## src/rtl/sobel_pkg.sv

```systemverilog
// Shared definitions for the Sobel window generator and its neighbours.
package sobel_pkg;

  localparam int PIXEL_W  = 8;
  localparam int WINDOW_W = 9 * PIXEL_W;

  typedef enum logic [1:0] {
    IDLE,
    FILL,
    STREAM
  } wg_state_t;

endpackage

```

## src/rtl/line_buffer.sv

```systemverilog
// One-line delay: o_dout is the sample written DEPTH shifts ago.
// The read-before-write circular buffer keeps each line buffer a single addressed array.
module line_buffer #(
  parameter int DEPTH = 8,
  parameter int WIDTH = 8
) (
  input  logic             clk,
  input  logic             rst_n,
  input  logic             i_shift_en,
  input  logic [WIDTH-1:0] i_din,
  output logic [WIDTH-1:0] o_dout
);

  localparam int AW = (DEPTH > 1) ? $clog2(DEPTH) : 1;

  logic [WIDTH-1:0] r_mem [DEPTH];
  logic [AW-1:0]    r_ptr;

  // The slot about to be overwritten still holds the sample from one line ago.
  assign o_dout = r_mem[r_ptr];

  always_ff @(posedge clk) begin
    if (i_shift_en) begin
      r_mem[r_ptr] <= i_din;
    end
  end

  always_ff @(posedge clk or negedge rst_n) begin
    if (!rst_n) begin
      r_ptr <= '0;
    end else if (i_shift_en) begin
      if (r_ptr == AW'(DEPTH - 1)) begin
        r_ptr <= '0;
      end else begin
        r_ptr <= r_ptr + 1'b1;
      end
    end
  end

endmodule

```

## src/rtl/sobel_window_gen.sv

```systemverilog
// Builds 3x3 pixel windows from a raster pixel stream using two chained line buffers.
// Only fully interior windows are emitted; border positions are skipped.
module sobel_window_gen
  import sobel_pkg::*;
#(
  parameter int IMG_WIDTH  = 8,
  parameter int IMG_HEIGHT = 8
) (
  input  logic                clk,
  input  logic                rst_n,
  input  logic                enable,
  input  logic                valid_in,
  input  logic                sof,
  input  logic [PIXEL_W-1:0]  pixel_in,
  output logic                valid_out,
  output logic [WINDOW_W-1:0] pixels_3x3,
  output logic                frame_done,
  output logic                busy
);

  localparam int CW = $clog2(IMG_WIDTH);
  localparam int RW = $clog2(IMG_HEIGHT);

  wg_state_t r_state;
  wg_state_t w_state_next;

  logic [CW-1:0]         r_col;
  logic [RW-1:0]         r_row;
  logic [3*PIXEL_W-1:0]  r_c1;
  logic [3*PIXEL_W-1:0]  r_c2;
  logic [WINDOW_W-1:0]   r_pixels;
  logic                  r_valid_out;
  logic                  r_frame_done;

  logic                  w_take;
  logic [CW-1:0]         w_col;
  logic [RW-1:0]         w_row;
  logic                  w_eol;
  logic                  w_last;
  logic                  w_emit;
  logic [PIXEL_W-1:0]    w_lb0_dout;
  logic [PIXEL_W-1:0]    w_lb1_dout;
  logic [3*PIXEL_W-1:0]  w_c_new;
  logic [WINDOW_W-1:0]   w_win_next;

  // In IDLE only a sof pixel is taken; sof always re-anchors the pixel at (0,0).
  assign w_take = enable & valid_in & ((r_state != IDLE) | sof);
  assign w_col  = sof ? '0 : r_col;
  assign w_row  = sof ? '0 : r_row;
  assign w_eol  = (w_col == CW'(IMG_WIDTH - 1));
  assign w_last = w_eol & (w_row == RW'(IMG_HEIGHT - 1));
  assign w_emit = w_take & (w_row >= RW'(2)) & (w_col >= CW'(2));

  line_buffer #(
    .DEPTH (IMG_WIDTH),
    .WIDTH (PIXEL_W)
  ) u_lb0 (
    .clk        (clk),
    .rst_n      (rst_n),
    .i_shift_en (w_take),
    .i_din      (pixel_in),
    .o_dout     (w_lb0_dout)
  );

  line_buffer #(
    .DEPTH (IMG_WIDTH),
    .WIDTH (PIXEL_W)
  ) u_lb1 (
    .clk        (clk),
    .rst_n      (rst_n),
    .i_shift_en (w_take),
    .i_din      (w_lb0_dout),
    .o_dout     (w_lb1_dout)
  );

  // Column words are {top, middle, bottom}; the window is assembled row by row.
  assign w_c_new    = {w_lb1_dout, w_lb0_dout, pixel_in};
  assign w_win_next = {r_c1[23:16], r_c2[23:16], w_c_new[23:16],
                       r_c1[15:8],  r_c2[15:8],  w_c_new[15:8],
                       r_c1[7:0],   r_c2[7:0],   w_c_new[7:0]};

  always_ff @(posedge clk or negedge rst_n) begin
    if (!rst_n) begin
      r_state <= IDLE;
    end else begin
      r_state <= w_state_next;
    end
  end

  always_comb begin
    w_state_next = r_state;
    unique case (r_state)
      IDLE: begin
        if (w_take) w_state_next = FILL;
      end
      FILL: begin
        if (w_take) begin
          if (sof) begin
            w_state_next = FILL;
          end else if ((w_row == RW'(2)) && (w_col == '0)) begin
            w_state_next = STREAM;
          end
        end
      end
      STREAM: begin
        if (w_take) begin
          if (sof) begin
            w_state_next = FILL;
          end else if (w_last) begin
            w_state_next = IDLE;
          end
        end
      end
      default: w_state_next = IDLE;
    endcase
  end

  always_comb begin
    busy = (r_state != IDLE);
  end

  always_ff @(posedge clk or negedge rst_n) begin
    if (!rst_n) begin
      r_col <= '0;
      r_row <= '0;
    end else if (w_take) begin
      if (w_last) begin
        r_col <= '0;
        r_row <= '0;
      end else if (w_eol) begin
        r_col <= '0;
        r_row <= w_row + 1'b1;
      end else begin
        r_col <= w_col + 1'b1;
        r_row <= w_row;
      end
    end
  end

  always_ff @(posedge clk or negedge rst_n) begin
    if (!rst_n) begin
      r_c1         <= '0;
      r_c2         <= '0;
      r_pixels     <= '0;
      r_valid_out  <= 1'b0;
      r_frame_done <= 1'b0;
    end else begin
      r_valid_out  <= w_emit;
      r_frame_done <= w_emit & w_last;
      if (w_take) begin
        r_c1 <= r_c2;
        r_c2 <= w_c_new;
      end
      if (w_emit) begin
        r_pixels <= w_win_next;
      end
    end
  end

  assign valid_out  = r_valid_out;
  assign frame_done = r_frame_done;
  assign pixels_3x3 = r_pixels;

endmodule

```

## config.mk

```make
export PLATFORM = sky130hd
export DESIGN_NAME = sobel_window_gen
export DESIGN_NICKNAME = d
export VERILOG_FILES = /design/src/rtl/sobel_pkg.sv /design/src/rtl/line_buffer.sv /design/src/rtl/sobel_window_gen.sv
export SDC_FILE = /design/constraint.sdc
export NUM_CORES = 1
export LEC_CHECK = 0
export ABC_AREA = 1
export CORE_ASPECT_RATIO = 0.8
export CORE_MARGIN = 1
export CORE_UTILIZATION = 30
export CTS_CLUSTER_DIAMETER = 100
export CTS_CLUSTER_SIZE = 25
export DETAILED_ROUTE_END_ITERATION = 8
export PLACE_DENSITY = 0.57
export SLEW_MARGIN = 20
export SYNTH_ARGS = -nofsm -noshare
export SYNTH_HDL_FRONTEND = slang
export SYNTH_HIERARCHICAL = 1
export SYNTH_SLANG_ARGS = --single-unit
export TNS_END_PERCENT = 20
```

## constraint.sdc

```tcl
create_clock -name clk -period 2.1 [get_ports clk]
set_input_delay 0.315 -clock clk [delete_from_list [all_inputs] [get_ports clk]]
set_output_delay 0.315 -clock clk [all_outputs]
set_load 0.1 [all_outputs]
```

==> flow_summary.json <==
{
  "status": "finished clean",
  "slew_headroom": 0.575,
  "crit_arrival_ps": 2260,
  "synth.distinct_cells": 30,
  "diodes": 0,
  "hold_path_class": "in2async",
  "grt_pass1_vias": 6967,
  "maxCapViolations": 0,
  "clockBufferDepth": 3,
  "synth_area_leader_cell": "edfxtp_1",
  "rrSetupSlack_ps": 250,
  "synth_area_um2": 11000,
  "htree_num_levels": 1,
  "cts_tree": "yes",
  "path_class": "reg2reg",
  "insertion_delay_ps": 490,
  "ys_seq_area_frac": 0.656,
  "cts_sinks": 264,
  "clock_skew_ps": 19.6,
  "r2r-end": "r_c2[11]$_DFFE_PN0P_",
  "tns_ps": 0,
  "p_leak_nw": 6.22,
  "crit_chain": "nor2_4 > nand3_1 > nand2_1 > inv_1 > nand2_1 > inv_1 > o21ai_0",
  "numCtsBuffers": 14,
  "final_nets": 1254,
  "cp-endpoint": "r_c2[11]$_DFFE_PN0P_",
  "grt_start_max_net_pins": 103,
  "synth-edff-count": 128,
  "netlist_instances": 1112,
  "io_pins": 88,
  "track_usage": 0.125,
  "max_freq_ghz": 0.541,
  "cts_resized": 0,
  "syn_to_final_growth_pct": 17.1,
  "finalSetupViolCount": 0,
  "antenna_found_initial": 0,
  "drcViolationCount": 0,
  "crit_cells": 7,
  "rsz0062_at_grt": "false",
  "start_util": 0.306,
  "worstMarginPinSlew_ps": 637,
  "r2r_start": "u_lb0/r_ptr[1]$_DFFE_PN0P_",
  "dp_cells": 1693,
  "synth_top_area_frac": 0.348,
  "crit_start": "u_lb0/r_ptr[1]$_DFFE_PN0P_",
  "finalCriticalPeriod_ps": 1850,
  "grt_first_pass_wirelength_um": 37600,
  "max_stage_delay_ps": 530,
  "worst_ep_required_time_ps": 2510,
  "syn_avg_cell_area_um2": 9.93,
  "critPathCaptureType": "register",
  "rows": 62,
  "die_h_um": 174,
  "cellPowerDensity_nw_per_um2": 1070,
  "path_buf_inv": 2,
  "path_delay_family": "simple AND/OR/NAND/NOR gates",
  "drive_gt1_frac": 0.150,
  "core_um2": 36100,
  "dieWidth_um": 217,
  "period_share": 0.881,
  "synth_seq_cells": 264,
  "hold_viol": 0,
  "fin_cells": 1718,
  "fillers": 3655,
  "cp-start-kind": "register",
  "die_area_um2": 37600,
  "synth_area_leaders": "edfxtp_1 (35%), dfrtp_1 (31%), nand2_1 (16%)",
  "routedWlPerCell_um": 13.5,
  "drt_iter0_drc": 475,
  "synthArstFlopShare": 0.515,
  "synth_nets": 1136,
  "reg2regPathDepth": 7,
  "slew_violations": 0,
  "yosysWarnings": 6,
  "port_buffers": 87,
  "ir_drop_mv": 0.582,
  "clk_pin_slew_ps": 100,
  "synthFlopType": "dfrtp_1",
  "gr-total-overflow": 0,
  "critPathSlowestCell": "dfrtp_1",
  "firstDrtPassIters": 4,
  "worstPathMaxFanout": 9,
  "dr_total_vias": 7280,
  "root_buffer": "clkbuf_16",
  "wl_um": 23200,
  "place.gp.congestion": 0.782,
  "dp_hpwl_um": 15800,
  "via_per_inst": 4.24,
  "ant_nets": 0
}
## layout make-up
| type | count | area [µm²] | area share |
|---|---|---|---|
| tap | 480 | 601 | 0.0464 |
| clock inverter | 1 | 16.3 | 0.00126 |
| clock buffer | 23 | 405 | 0.0313 |
| multi-input combinational | 659 | 2890 | 0.223 |
| sequential | 264 | 7250 | 0.560 |
| inverter | 145 | 562 | 0.0434 |
| timing repair buffer | 146 | 1220 | 0.0941 |
## synthesized netlist by cell type, types with 5 or more instances
cell type,count
buf_2,10
buf_4,8
buf_6,17
clkbuf_1,8
dfrtp_1,136
edfxtp_1,128
ha_1,11
inv_1,132
inv_2,9
nand2_1,472
nand3_1,28
nand3_2,5
nor2_1,16
nor3_1,5
o21ai_0,77
o21ai_1,21
o21ai_2,10
## worst min path at each step
stage,start,end,slack [ps]
floorplan,rst_n,frame_done$_DFF_PN0_,20
global placement,rst_n,pixels_3x3[28]$_DFFE_PN0P_,310
detailed placement,rst_n,pixels_3x3[28]$_DFFE_PN0P_,310
CTS,rst_n,pixels_3x3[28]$_DFFE_PN0P_,350
global route,rst_n,pixels_3x3[24]$_DFFE_PN0P_,370
finish,rst_n,pixels_3x3[34]$_DFFE_PN0P_,350
## state kept, by name, indices dropped and copies added, names as in the netlist
| register | count |
|---|---|
| pixels_3x3 | 72 |
| u_lb0/r_mem | 64 |
| u_lb1/r_mem | 64 |
| r_c1 | 24 |
| r_c2 | 24 |
| r_col | 3 |
| r_row | 3 |
| u_lb0/r_ptr | 3 |
| u_lb1/r_ptr | 3 |
| r_state | 2 |
| frame_done | 1 |
| valid_out | 1 |
## power breakdown
| part | total [mW] | switching, mW | internal (mW) |
|---|---|---|---|
| clock | 2.97 | 1.62 | 1.36 |
| sequential | 6.81 | 0.406 | 6.41 |
| combinational | 4.07 | 2.84 | 1.23 |
## routing by layer
metal / vias up / track usage / share of wire
li1: 3702 / - / -
met1: 3430 / 0.186 / 0.50
met2: 126 / 0.195 / 0.45
met3: 22 / 0.0163 / 0.041
met4: 0 / 0.0211 / 0.013
met5: - / 0 / 0
## worst reg2reg max path, stage by stage (launching register included)
cell and delay [ps]:
dfrtp_1 530, nor2_4 300, nand3_1 130, nand2_1 90
inv_1 50, nand2_1 350, inv_1 160, o21ai_0 180
## logic make-up after synthesis
family | synth area share
flip-flops | 0.656
XOR/XNOR | 0.000793
adder cells (fa/ha/maj) | 0.0125
AO/OA/AOI/OAI | 0.0530
AND/OR/NAND/NOR | 0.195
buffers and inverters | 0.0822
## cells in the final DEF (no fill, tap or decap), types with 3 or more instances in the layout
cell / instances
nor2_1: 16
inv_2: 9
o21ai_2: 10
dfrtp_1: 136
buf_12: 7
ha_1: 11
clkbuf_16: 15
clkdlybuf4s50_1: 11
nor3_1: 5
o21ai_0: 77
clkbuf_1: 8
nand3_2: 5
nand2_1: 472
nand4_1: 3
o21ai_1: 21
edfxtp_1: 128
buf_4: 126
inv_1: 132
nand3_1: 28
## what timing repair did
action	4_1_cts	5_1_grt
hold endpoints to repair	48	0
endpoints found under the setup margin	0	0
buffers inserted	0	0
hold buffers	1	0
## through the flow
| stage | utilization | instance area [µm²] | power (mW) | hold slack, ps | worst slack (ps) |
|---|---|---|---|---|---|
| 6_report | 0.359 | 12900 | 13.9 | 347 | 251 |
| 5_1_grt | 0.359 | 12900 | 14.8 | 373 | 48.6 |
| 4_1_cts | 0.359 | 12900 | 14.1 | 354 | 213 |
| 3_5_place_dp | 0.347 | 12500 | 11.1 | 307 | -176 |
| 3_3_place_gp | 0.347 | 12500 | 11.0 | 306 | -110 |
| 2_1_floorplan | - | 11000 | 9.56 | 19.4 | 296 |
Power figures use the tool's default switching activity.
